### src/rtl/ps2_receiver.sv
// PS/2 device-to-host receiver: pin synchronizers, clock glitch filter, frame FSM
// with timeout, and a small scancode FIFO whose head is registered onto ps2_read.
module ps2_receiver #(
  parameter int unsigned FILTER_LEN     = 4,
  parameter int unsigned TIMEOUT_CYCLES = 50000,
  parameter int unsigned FIFO_DEPTH     = 4
) (
  input  logic        clk,
  input  logic        reset_n,
  input  logic        ps2_clk,
  input  logic        ps2_data,
  input  logic        ps2_read_ack,
  output logic [31:0] ps2_read
);

  localparam int unsigned PW = $clog2(FIFO_DEPTH);
  localparam int unsigned CW = PW + 1;
  localparam int unsigned TW = $clog2(TIMEOUT_CYCLES);
  localparam int unsigned FW = $clog2(FILTER_LEN + 1);

  typedef enum logic [1:0] {S_IDLE, S_DATA, S_PARITY, S_STOP} state_t;

  logic [1:0]    clk_sync, data_sync;
  logic          clk_s, data_s;
  logic          filt, fall;
  logic [FW-1:0] fcnt;

  state_t        state, state_n;
  logic [2:0]    bitcnt, bitcnt_n;
  logic [7:0]    shift, shift_n;
  logic          par, par_n;
  logic [TW-1:0] tcnt, tcnt_n;
  logic          push_req, push_n;
  logic          perr_set, perr_set_n;
  logic          ferr_set, ferr_set_n;

  logic [7:0]    mem [FIFO_DEPTH];
  logic [PW-1:0] wr_ptr, rd_ptr, rd_n;
  logic [CW-1:0] count, count_n;
  logic          ovf, perr, ferr, ovf_n, perr_n, ferr_n;
  logic          full, empty, pop, wr_en, ovf_set;
  logic [7:0]    head_n;

  assign clk_s  = clk_sync[1];
  assign data_s = data_sync[1];

  always_ff @(posedge clk or negedge reset_n) begin
    if (!reset_n) begin
      clk_sync  <= '1;
      data_sync <= '1;
      filt      <= 1'b1;
      fcnt      <= '0;
      fall      <= 1'b0;
    end else begin
      clk_sync  <= {clk_sync[0], ps2_clk};
      data_sync <= {data_sync[0], ps2_data};
      fall      <= filt & ~clk_s & (fcnt == FW'(FILTER_LEN - 1));
      if (clk_s == filt) begin
        fcnt <= '0;
      end else if (fcnt == FW'(FILTER_LEN - 1)) begin
        filt <= clk_s;
        fcnt <= '0;
      end else begin
        fcnt <= fcnt + FW'(1);
      end
    end
  end

  always_ff @(posedge clk or negedge reset_n) begin
    if (!reset_n) begin
      state    <= S_IDLE;
      bitcnt   <= '0;
      shift    <= '0;
      par      <= 1'b0;
      tcnt     <= '0;
      push_req <= 1'b0;
      perr_set <= 1'b0;
      ferr_set <= 1'b0;
    end else begin
      state    <= state_n;
      bitcnt   <= bitcnt_n;
      shift    <= shift_n;
      par      <= par_n;
      tcnt     <= tcnt_n;
      push_req <= push_n;
      perr_set <= perr_set_n;
      ferr_set <= ferr_set_n;
    end
  end

  always_comb begin
    state_n    = state;
    bitcnt_n   = bitcnt;
    shift_n    = shift;
    par_n      = par;
    push_n     = 1'b0;
    perr_set_n = 1'b0;
    ferr_set_n = 1'b0;
    tcnt_n     = (state == S_IDLE || fall) ? '0 : tcnt + TW'(1);
    if (fall) begin
      case (state)
        S_IDLE: if (!data_s) begin
          state_n  = S_DATA;
          bitcnt_n = '0;
        end
        S_DATA: begin
          shift_n  = {data_s, shift[7:1]};
          bitcnt_n = bitcnt + 3'd1;
          if (bitcnt == 3'd7) state_n = S_PARITY;
        end
        S_PARITY: begin
          par_n   = data_s;
          state_n = S_STOP;
        end
        S_STOP: begin
          if (!data_s)            ferr_set_n = 1'b1;
          else if (^{shift, par}) push_n     = 1'b1;
          else                    perr_set_n = 1'b1;
          state_n = S_IDLE;
        end
        default: state_n = S_IDLE;
      endcase
    end else if (state != S_IDLE && tcnt == TW'(TIMEOUT_CYCLES - 1)) begin
      state_n = S_IDLE;
    end
  end

  // shift is stable after the stop edge, so it doubles as the push data.
  assign full    = (count == CW'(FIFO_DEPTH));
  assign empty   = (count == '0);
  assign pop     = ps2_read_ack & ~empty;
  assign wr_en   = push_req & (~full | pop);
  assign ovf_set = push_req & full & ~pop;
  assign count_n = count + CW'(wr_en) - CW'(pop);
  assign rd_n    = rd_ptr + PW'(pop);
  assign ovf_n   = ovf_set  | (ovf  & ~ps2_read_ack);
  assign perr_n  = perr_set | (perr & ~ps2_read_ack);
  assign ferr_n  = ferr_set | (ferr & ~ps2_read_ack);

  // Next head bypasses the write when it lands on the slot being written.
  always_comb begin
    head_n = '0;
    if (count_n != '0) begin
      if (wr_en && rd_n == wr_ptr) head_n = shift;
      else                         head_n = mem[rd_n];
    end
  end

  always_ff @(posedge clk) begin
    if (wr_en) mem[wr_ptr] <= shift;
  end

  always_ff @(posedge clk or negedge reset_n) begin
    if (!reset_n) begin
      wr_ptr   <= '0;
      rd_ptr   <= '0;
      count    <= '0;
      ovf      <= 1'b0;
      perr     <= 1'b0;
      ferr     <= 1'b0;
      ps2_read <= '0;
    end else begin
      if (wr_en) wr_ptr <= wr_ptr + PW'(1);
      rd_ptr   <= rd_n;
      count    <= count_n;
      ovf      <= ovf_n;
      perr     <= perr_n;
      ferr     <= ferr_n;
      ps2_read <= {20'b0, ferr_n, perr_n, ovf_n, (count_n != '0), head_n};
    end
  end

endmodule

### config.mk
export PLATFORM = sky130hd
export DESIGN_NAME = ps2_receiver
export DESIGN_NICKNAME = d
export VERILOG_FILES = /design/src/rtl/ps2_receiver.sv
export SDC_FILE = /design/constraint.sdc
export NUM_CORES = 1
export LEC_CHECK = 0
export CAP_MARGIN = 20
export CORE_MARGIN = 2
export CORE_UTILIZATION = 55
export DETAILED_ROUTE_END_ITERATION = 8
export PLACE_DENSITY = 0.84
export SYNTH_ARGS = -nofsm -noshare
export SYNTH_HDL_FRONTEND = slang
export SYNTH_SLANG_ARGS = --single-unit
### constraint.sdc
create_clock -name clk -period 6.31 [get_ports clk]
set_input_delay 1.262 -clock clk [delete_from_list [all_inputs] [get_ports clk]]
set_output_delay 1.262 -clock clk [all_outputs]
set_load 0.01 [all_outputs]
==> summary.md <==
| Metric | Value |
|---|---|
| Die area | `8280 µm²` |
| Initial antenna violation count | `0` |
| Die Width | `91.0 µm` |
| Initial DRC Count | `113` |
| Area leader, netlist | `dfrtp_1` |
| Post-Route Setup TNS | `0 ns` |
| Placeable Area | `7290 µm²` |
| Post-CTS Setup Inserts | `0` |
| Ys async rst share | `65.6%` |
| Sequential share of the synthesized area | `59.9%` |
| Ant diodes | `0` |
| DRT Pass-1 Iters | `4` |
| Top-count cell post-synth | `dfrtp_1` |
| Cts repair resizes | `0` |
| CTS Hold Bufs | `0` |
| Synth top area cells | `dfrtp_1 (34%), edfxtp_1 (23%), ha_1 (4.8%), buf_4 (4.3%), mux4_2 (4.3%)` |
| CP Class | `in2reg` |
| Arr. time, crit path | `4.32 ns` |
| Synth Register Bits | `93` |
| Yosys cell types | `44` |
| Total track usage | `16.9%` |
| Fill count | `568` |
| Rel. slew slack | `50.1%` |
| Post-Syn Area per Cell | `13.9 µm²` |
| Skew-Pair Late Insertion Delay | `0.37 ns` |
| Routed via count | `2183` |
| CTS Sinks | `93` |
| Unrepaired setup endpoints after global routing | `no` |
| GP Congestion | `0.792` |
| I/O pins | `37` |
| CTS Buffer Depth | `2` |
| First-pass GRT wire length | `10800 µm` |
| Worst Hold Class | `reg2reg` |
| Setup violators final | `0` |
| Total gr overflow | `0` |
| IO buf count | `16` |
| Max Cap Viol | `0` |
| Static leakage | `0.00202 µW` |
| Total Wirelength | `6200 µm` |
| Worst Skew | `0.0137 ns` |
| Remaining antenna violation count | `0` |
| Initial core utilization | `57.1%` |
| Status | `completed` |
| Post-Synthesis Cells | `300` |
| Synth top cells by count | `dfrtp_1 (56), edfxtp_1 (32), nor2_1 (28)` |
| Die height | `91.0 µm` |
| Fin crit period | `4.10 ns` |
| Ratio of final minimum period to clock period | `64.9%` |
| Area occupied by multi-input gates | `1490 µm²` |
| Worst-Margin Slew | `0.748 ns` |
| DR WL/cell | `14.7 µm` |
| F_max | `244 MHz` |
| Vias in the first global route | `2240` |
| Layout cell share with drive strength beyond 1 | `16.4%` |
| TritonCTS buffer count | `9` |
| Seq. cell area | `2490 µm²` |
| CTS clk-pin slew, worst paths | `0.09 ns` |
| Worst hold slack | `0.357 ns` |
| Root Buffer | `clkbuf_8` |
| Nets | `340` |
| Top FF cell, synth | `dfrtp_1` |
| Top-area cell type share of the netlist area | `33.7%` |
| Ys Warns | `0` |
| # H-tree levels | `3` |
| # rows | `31` |
| Post-Syn Area | `4160 µm²` |
| Req. time, crit path | `6.53 ns` |
| Peak supply drop | `0.000132 V` |
| Vias per cell | `5.17` |
| Largest net degree at the start of global routing | `62` |
| Endpoint class of the critical path | `flop` |
| Startpoint types | `input port` |
| Hold violation total from the final report | `0` |
| Number of synthesized flops with an enable pin | `32` |
| Dpl hpwl | `4270 µm` |
| Area grow syn2layout | `8.69%` |
| Max FO, Critical Path | `9` |
| PD cells | `303 nW/µm²` |
| DRC viols | `0` |
| CTS tree | `yes` |
| Fin. max-slew vios | `0` |
[placed cells by master (no fill, tap or decap), types with 5 or more instances in the layout]
master and n:
dfrtp_1 56, conb_1 20, clkdlybuf4s50_1 15, mux2_2 10, nor2_1 28, o21ai_0 8
edfxtp_1 32, xnor2_1 11, inv_1 12, nand2_1 9, dfstp_2 5, ha_1 16
mux2i_1 10, mux4_2 8, xor2_1 11, nand3_1 8, clkbuf_8 10
[stage by stage]
step           cells  power, µW  cell area [µm²]  util, %  worst slack [ns]
2_1_floorplan    319        906             4230        -              2.60
3_5_place_dp     406        977             4320     59.2              1.85
3_3_place_gp     406        962             4320     59.2              1.98
6_report         422       1370             4520     62.0              2.21
5_1_grt          422       1430             4520     62.0              2.09
4_1_cts          422       1390             4520     62.0              2.24
[final timing paths]
check                              from     endpoint  slack, ns  cells past startpoint
max                        ps2_read_ack  ps2_read[7]       2.21                     13
min                         clk_sync[0]  clk_sync[1]       0.36                      0
max reg2reg                    count[1]  ps2_read[7]       3.04                     12
min reg2reg                 clk_sync[0]  clk_sync[1]       0.36                      0
max in group asynchronous       reset_n     shift[0]       4.77                      2
min in group asynchronous       reset_n  ps2_read[2]       1.03                      2
[layout make-up]
type                       count  share of cell area [%]
sequential                    93                    55.1
multi-input combinational    185                    33.0
timing repair buffer          17                    3.60
clock buffer                  10                    3.04
tap                           99                    2.74
clock inverter                 6                    1.52
inverter                      12                   0.996
[worst max-delay path, cell delays in order]
cell and delay, ns:
clkdlybuf4s50_1 0.44, or4b_4 0.58, and2_2 0.25, inv_1 0.06, ha_1 0.22, inv_1 0.06, ha_1 0.14, inv_1 0.05
fa_1 0.38, xnor2_1 0.15, xnor2_1 0.15, nor3_2 0.44, nor2_1 0.13
[flip-flops by register name (all words and copies together), names as in the netlist, 3 cells and up]
name	count
shift	8
tcnt	16
ps2_read	12
count	3
fcnt	3
mem	32
bitcnt	3
[where the power goes]
| group | total [µW] | switching (µW) | internal, µW |
|---|---|---|---|
| Sequential | 694 | 29.1 | 664 |
| Clock | 410 | 212 | 197 |
| Combinational | 266 | 142 | 124 |
| Total | 1370 | 383 | 986 |
[kinds of logic (layout without fill, tap and decap cells)]
group	count (synthesis)	after routing	synth area share, %
compound gates	16	16	2.38
fa+ha+maj	17	17	5.29
flops	93	93	59.9
mux	28	28	9.44
simple gates	79	79	10.7
xor+xnor	25	25	6.20
other cells	1	20	0.0901
buf+inv	41	45	5.95
[per-layer routing]
layer / part of all wire [%] / track usage [%] / vias to the layer above
li1: - / - / 1039
met1: 44 / 22.0 / 1077
met2: 49 / 26.9 / 54
met3: 4.7 / 4.65 / 13
met4: 2.1 / 7.20 / 0
met5: 0 / 0 / -
Note: power is estimated with default switching activity, not from simulation.
